### src/rtl/dm_arbiter.sv
// dm_arbiter
//   Two-port data-memory arbiter and access sequencer. Shares one data-memory
//   port between the CPU MEM stage (port 0) and the DMA/bridge master (port 1).
//   For each granted request it registers the request fields and checks
//   alignment. It then drives a word-addressed memory access with byte
//   enables and lane-replicated store data, waits for mem_ack, and returns
//   an ack pulse or an err pulse to the winner.
//
//   Configuration macro: DM_ARB_CPU_PRIORITY_EN
//     undefined (default): round-robin arbitration on ties.
//     defined            : fixed priority, so the CPU always wins a tie.
//
// Ports
//   clk, reset            clock (rising edge), synchronous active-high reset
//   cpu_* / dma_*         request side: req, we, addr, size, wdata in;
//                         ack, err pulses and raw read word out
//   mem_*                 memory side: req, we, word addr, be, wdata out;
//                         rdata, ack in
//   busy                  FSM is not in IDLE
module dm_arbiter #(
    parameter int AW = 32,
    parameter int DW = 32
) (
    input  logic          clk,
    input  logic          reset,
    input  logic          cpu_req,
    input  logic          cpu_we,
    input  logic [AW-1:0] cpu_addr,
    input  logic [1:0]    cpu_size,
    input  logic [DW-1:0] cpu_wdata,
    output logic          cpu_ack,
    output logic          cpu_err,
    output logic [DW-1:0] cpu_rdata,
    input  logic          dma_req,
    input  logic          dma_we,
    input  logic [AW-1:0] dma_addr,
    input  logic [1:0]    dma_size,
    input  logic [DW-1:0] dma_wdata,
    output logic          dma_ack,
    output logic          dma_err,
    output logic [DW-1:0] dma_rdata,
    output logic          mem_req,
    output logic          mem_we,
    output logic [AW-1:0] mem_addr,
    output logic [3:0]    mem_be,
    output logic [DW-1:0] mem_wdata,
    input  logic [DW-1:0] mem_rdata,
    input  logic          mem_ack,
    output logic          busy
);

    typedef enum logic [1:0] {
        S_IDLE,
        S_CHECK,
        S_ACCESS,
        S_RESP
    } state_t;

    state_t        r_state;
    logic          r_gnt_dma;      // 1 = current access belongs to the DMA port
`ifndef DM_ARB_CPU_PRIORITY_EN
    logic          r_last;         // 1 = DMA was granted last
`endif
    logic          r_we;
    logic [AW-1:0] r_addr;
    logic [1:0]    r_size;
    logic [DW-1:0] r_wdata;
    logic          r_bad;
    logic          r_cpu_ack, r_dma_ack, r_cpu_err, r_dma_err;
    logic [DW-1:0] r_cpu_rdata, r_dma_rdata;
    logic          r_mem_req, r_mem_we;
    logic [AW-1:0] r_mem_addr;
    logic [3:0]    r_mem_be;
    logic [DW-1:0] r_mem_wdata;

    logic          w_any;
    logic          w_gnt_dma;
    logic          w_sel_we;
    logic [AW-1:0] w_sel_addr;
    logic [1:0]    w_sel_size;
    logic [DW-1:0] w_sel_wdata;
    logic          w_sel_bad;
    logic [3:0]    w_be;
    logic [DW-1:0] w_lane_wdata;

    // Winner selection and alignment check on the incoming request.
    always_comb begin
        w_any = cpu_req | dma_req;
`ifdef DM_ARB_CPU_PRIORITY_EN
        w_gnt_dma = ~cpu_req;
`else
        w_gnt_dma = dma_req & (~cpu_req | ~r_last);
`endif
        w_sel_we    = w_gnt_dma ? dma_we    : cpu_we;
        w_sel_addr  = w_gnt_dma ? dma_addr  : cpu_addr;
        w_sel_size  = w_gnt_dma ? dma_size  : cpu_size;
        w_sel_wdata = w_gnt_dma ? dma_wdata : cpu_wdata;
        case (w_sel_size)
            2'd0:    w_sel_bad = (w_sel_addr[1:0] != 2'b00);
            2'd1:    w_sel_bad = w_sel_addr[0];
            2'd2:    w_sel_bad = 1'b0;
            default: w_sel_bad = 1'b1;
        endcase
    end

    // Byte enables and lane-replicated store data from the registered request.
    always_comb begin
        case (r_size)
            2'd0: begin
                w_be         = 4'b1111;
                w_lane_wdata = r_wdata;
            end
            2'd1: begin
                w_be         = r_addr[1] ? 4'b1100 : 4'b0011;
                w_lane_wdata = {2{r_wdata[15:0]}};
            end
            2'd2: begin
                w_be         = 4'b0001 << r_addr[1:0];
                w_lane_wdata = {4{r_wdata[7:0]}};
            end
            default: begin
                w_be         = '0;
                w_lane_wdata = r_wdata;
            end
        endcase
    end

    always_ff @(posedge clk) begin
        if (reset) begin
            r_state     <= S_IDLE;
            r_gnt_dma   <= 1'b0;
`ifndef DM_ARB_CPU_PRIORITY_EN
            r_last      <= 1'b1;
`endif
            r_we        <= 1'b0;
            r_addr      <= '0;
            r_size      <= '0;
            r_wdata     <= '0;
            r_bad       <= 1'b0;
            r_cpu_ack   <= 1'b0;
            r_dma_ack   <= 1'b0;
            r_cpu_err   <= 1'b0;
            r_dma_err   <= 1'b0;
            r_cpu_rdata <= '0;
            r_dma_rdata <= '0;
            r_mem_req   <= 1'b0;
            r_mem_we    <= 1'b0;
            r_mem_addr  <= '0;
            r_mem_be    <= '0;
            r_mem_wdata <= '0;
        end else begin
            r_cpu_ack <= 1'b0;
            r_dma_ack <= 1'b0;
            r_cpu_err <= 1'b0;
            r_dma_err <= 1'b0;
            case (r_state)
                S_IDLE: begin
                    if (w_any) begin
                        r_gnt_dma <= w_gnt_dma;
`ifndef DM_ARB_CPU_PRIORITY_EN
                        r_last    <= w_gnt_dma;
`endif
                        r_we      <= w_sel_we;
                        r_addr    <= w_sel_addr;
                        r_size    <= w_sel_size;
                        r_wdata   <= w_sel_wdata;
                        r_bad     <= w_sel_bad;
                        // The check result is registered at grant so the err
                        // pulse is visible during the CHECK cycle itself.
                        r_cpu_err <= w_sel_bad & ~w_gnt_dma;
                        r_dma_err <= w_sel_bad &  w_gnt_dma;
                        r_state   <= S_CHECK;
                    end
                end
                S_CHECK: begin
                    if (r_bad) begin
                        r_state <= S_IDLE;
                    end else begin
                        r_mem_req   <= 1'b1;
                        r_mem_we    <= r_we;
                        r_mem_addr  <= {r_addr[AW-1:2], 2'b00};
                        r_mem_be    <= w_be;
                        r_mem_wdata <= w_lane_wdata;
                        r_state     <= S_ACCESS;
                    end
                end
                S_ACCESS: begin
                    if (mem_ack) begin
                        if (r_gnt_dma) r_dma_rdata <= mem_rdata;
                        else           r_cpu_rdata <= mem_rdata;
                        r_cpu_ack <= ~r_gnt_dma;
                        r_dma_ack <=  r_gnt_dma;
                        r_mem_req <= 1'b0;
                        r_state   <= S_RESP;
                    end
                end
                S_RESP: begin
                    r_state <= S_IDLE;
                end
                default: r_state <= S_IDLE;
            endcase
        end
    end

    assign cpu_ack   = r_cpu_ack;
    assign dma_ack   = r_dma_ack;
    assign cpu_err   = r_cpu_err;
    assign dma_err   = r_dma_err;
    assign cpu_rdata = r_cpu_rdata;
    assign dma_rdata = r_dma_rdata;
    assign mem_req   = r_mem_req;
    assign mem_we    = r_mem_we;
    assign mem_addr  = r_mem_addr;
    assign mem_be    = r_mem_be;
    assign mem_wdata = r_mem_wdata;
    assign busy      = (r_state != S_IDLE);

endmodule

### config.mk
export PLATFORM = sky130hd
export DESIGN_NAME = dm_arbiter
export DESIGN_NICKNAME = d
export VERILOG_FILES = /design/src/rtl/dm_arbiter.sv
export SDC_FILE = /design/constraint.sdc
export NUM_CORES = 1
export LEC_CHECK = 0
export ABC_AREA = 1
export ABC_CLOCK_PERIOD_IN_PS = 4800
export BUFFER_PORTS_ARGS = -buffer_cell sky130_fd_sc_hd__buf_2
export CAP_MARGIN = 10
export CELL_PAD_IN_SITES_DETAIL_PLACEMENT = 1
export CELL_PAD_IN_SITES_GLOBAL_PLACEMENT = 2
export CORE_MARGIN = 1.5
export CORE_UTILIZATION = 28
export DETAILED_ROUTE_END_ITERATION = 6
export GPL_TIMING_DRIVEN = 0
export PLACE_DENSITY_LB_ADDON = 0.1
export SLEW_MARGIN = 20
export SYNTH_ARGS = -nofsm -noshare
export SYNTH_HDL_FRONTEND = slang
export SYNTH_SLANG_ARGS = --single-unit
### constraint.sdc
create_clock -name clk -period 4.8 [get_ports clk]
set_clock_uncertainty 0.1 [all_clocks]
set_input_delay 0.48 -clock clk [delete_from_list [all_inputs] [get_ports clk]]
set_output_delay 0.48 -clock clk [all_outputs]
set_load 0.03 [all_outputs]
==> out/results.ini <==
[critical_path]
crit_chain=inv_1, ha_1, buf_2, clkinv_1, nor2_2, nand3_1, a31oi_1
cp-start-kind=flop
critPathMaxFanout=10
end_kind=flop
path_buf_inv=3
worst_ep_required_time_ps=5140
critPathKind=flop to flop
max_stage_delay_ps=400
cpLargestDelayFamily=buffers and inverters
crit_slowest_cell=nor2_2
cp_data_arrival_time_ps=2470

[layout]
layout.nets=1568
mostFrequentLayoutCell=buf_2
finalInstanceArea_um2=10930
syn_to_final_growth_pct=33.95
drive_above_1_share_pct=31.63
instances_no_fill=1795
layout_common_cells=buf_2, nor2_1, dfxtp_1
utilization_pct=38.06
fillCellCount=3601

[floorplan]
die_area_um2=30160
fp.dieW_um=173.7
start_util_pct=28.42
io_pins=310
core-area_um2=28700
fp-row-count=62
chipHeight_um=173.7

[logic_synthesis]
avgSynthCellArea_um2=7.702
yosys.area.top_type=dfxtp_1
ys_types=28
yosys_warnings=0
ys_ff_latch=208
synthTopCellsByArea=dfxtp_1, nor2_1, o21ai_0
synthCells=1059
yosysSeqAreaShare_pct=51.05
netlist_area_um2=8157
netlist.area_leader.share_pct=51.05

[place]
hpwl_mm=22.42
placed_area_um2=10170
gp_congestion=0.7474
post-place-cells=1750
port-buffer-count=306

[cts]
clk_path_buf_depth=3
cts_tree=done
clock-root-buffer=clkbuf_16
post_cts_buffers=0
cts_made_buffers=25
ctsHoldBuffers=0
post_cts_resized=0
htree_num_levels=1
clock_latency_ps=520
clk_pin_slew_ps=60
cts_sinks=208

[timing]
worst_pin_slew_ps=631.1
post-route-period-util_pct=44.45
drv_slew=0
relSlewSlack_pct=57.77
max_freq_mhz=468.7
finalSetupViolCount=0
hold_viol_final=0
rsz0062_at_grt=false
period_needed_ps=2134
finalSetupTns_ps=0
holdWs_ps=95.46

[power]
peakVddDrop_v=0.0001971
p_per_area_nw_per_um2=422.8
leakagePower_uw=0.005044

[route]
drt_iter0_markers=292
drtAntennaViolNets=0
drt-pass1-iter-count=4
drc_errors=0
post_drt_via_cell_ratio=4.501
wl_per_cell_um=16.30
drt-total-wl_mm=29.26
num_vias=8079

[global_routing]
grt_max_degree=13
grt_antenna_before_repair=2
grt_usage_pct=19.04
grt_pass1_wl_mm=45.82
overflow=0
first_global_vias=8283

[run_status]
status=finished clean

[job]
maxCapViolations=0

[worst_hold_path]
hp-class=input pin to flop

-- worst min-delay path, stage by stage --
cell	delay [ps]
buf_2	90
nor2_1	40
nor2_1	80
-- Yosys cell counts --
master    number
o211ai_1       1
dfxtp_1      208
nor2_1       221
conb_1         1
buf_4          7
o22ai_1        1
buf_2         34
a31oi_1        8
o31ai_1        1
ha_1           4
nand3_1       22
o21ai_0      128
a21oi_2        1
buf_6          6
inv_1         36
o21ai_1       62
buf_1          1
o21ai_2       48
inv_2          3
a21oi_1       63
nor2_2         3
clkbuf_1      25
buf_8          1
nand2_1      170
nor2_4         1
clkinv_1       1
nand2_2        1
clkinv_2       1
-- layer usage --
metal | track usage (%) | wire, um | part of all wire (%) | vias up
met5 | 0 | 10 | 0.034 | -
met4 | 5.388 | 654 | 2.2 | 2
li1 | - | - | - | 4119
met3 | 4.846 | 1888 | 6.5 | 39
met2 | 31.39 | 13090 | 45 | 225
met1 | 24.59 | 13620 | 47 | 3694
-- power breakdown --
part / internal (uW) / switching [uW]
clock network: 1020 / 741
logic: 273 / 597
registers: 1890 / 95.4
-- path summary, 6_finish.rpt --
| check | startpoint | end | slack [ps] | depth (start not counted) |
|---|---|---|---|---|
| hold reg to reg | r_addr[14]$_SDFFE_PP0P_ | mem_addr[14]$_SDFFE_PP0P_ | 350 | 2 |
| hold / removal | mem_rdata[16] | cpu_rdata[16]$_SDFFE_PP0P_ | 100 | 3 |
| setup reg to reg | r_size[0]$_SDFFE_PP0P_ | mem_wdata[21]$_SDFFE_PP0P_ | 2670 | 7 |
| setup / recovery | r_size[0]$_SDFFE_PP0P_ | mem_wdata[21]$_SDFFE_PP0P_ | 2670 | 7 |
-- final cells by class --
class | count | area (um2) | share of cell area (%)
Clock inverter | 5 | 32.53 | 0.2978
Antenna cell | 1 | 2.502 | 0.02290
Sequential cell | 208 | 4164 | 38.11
Timing Repair Buffer | 306 | 1531 | 14.02
Multi-Input combinational cell | 737 | 3438 | 31.47
Inverter | 41 | 155.1 | 1.420
Tap cell | 384 | 480.5 | 4.398
Buffer | 74 | 402.9 | 3.688
Clock buffer | 39 | 718.2 | 6.574
-- sequential cells by signal (all words and copies together) (netlist names), 2 cells and up, named ones only --
| name | cells |
|---|---|
| dma_rdata | 32 |
| mem_be | 4 |
| r_wdata | 32 |
| mem_addr | 30 |
| r_addr | 32 |
| cpu_rdata | 32 |
| mem_wdata | 32 |
| r_size | 2 |
-- logic make-up after synthesis --
family	after synthesis	synth area share [%]
other	1	0.04598
buffers and inverters	115	6.841
adder cells (fa/ha/maj)	4	0.6136
flip-flops	208	51.05
AO/OA/AOI/OAI	313	21.66
AND/OR/NAND/NOR	418	19.79
-- metrics by stage --
step / total power, uW / worst slack, ps
after floorplan: 2552 / 3135
after global placement: 2893 / 2676
after detailed placement: 2904 / 2662
after CTS: 4694 / 2648
after global routing: 4870 / 2513
final: 4619 / 2666
Power figures use the tool's default switching activity.
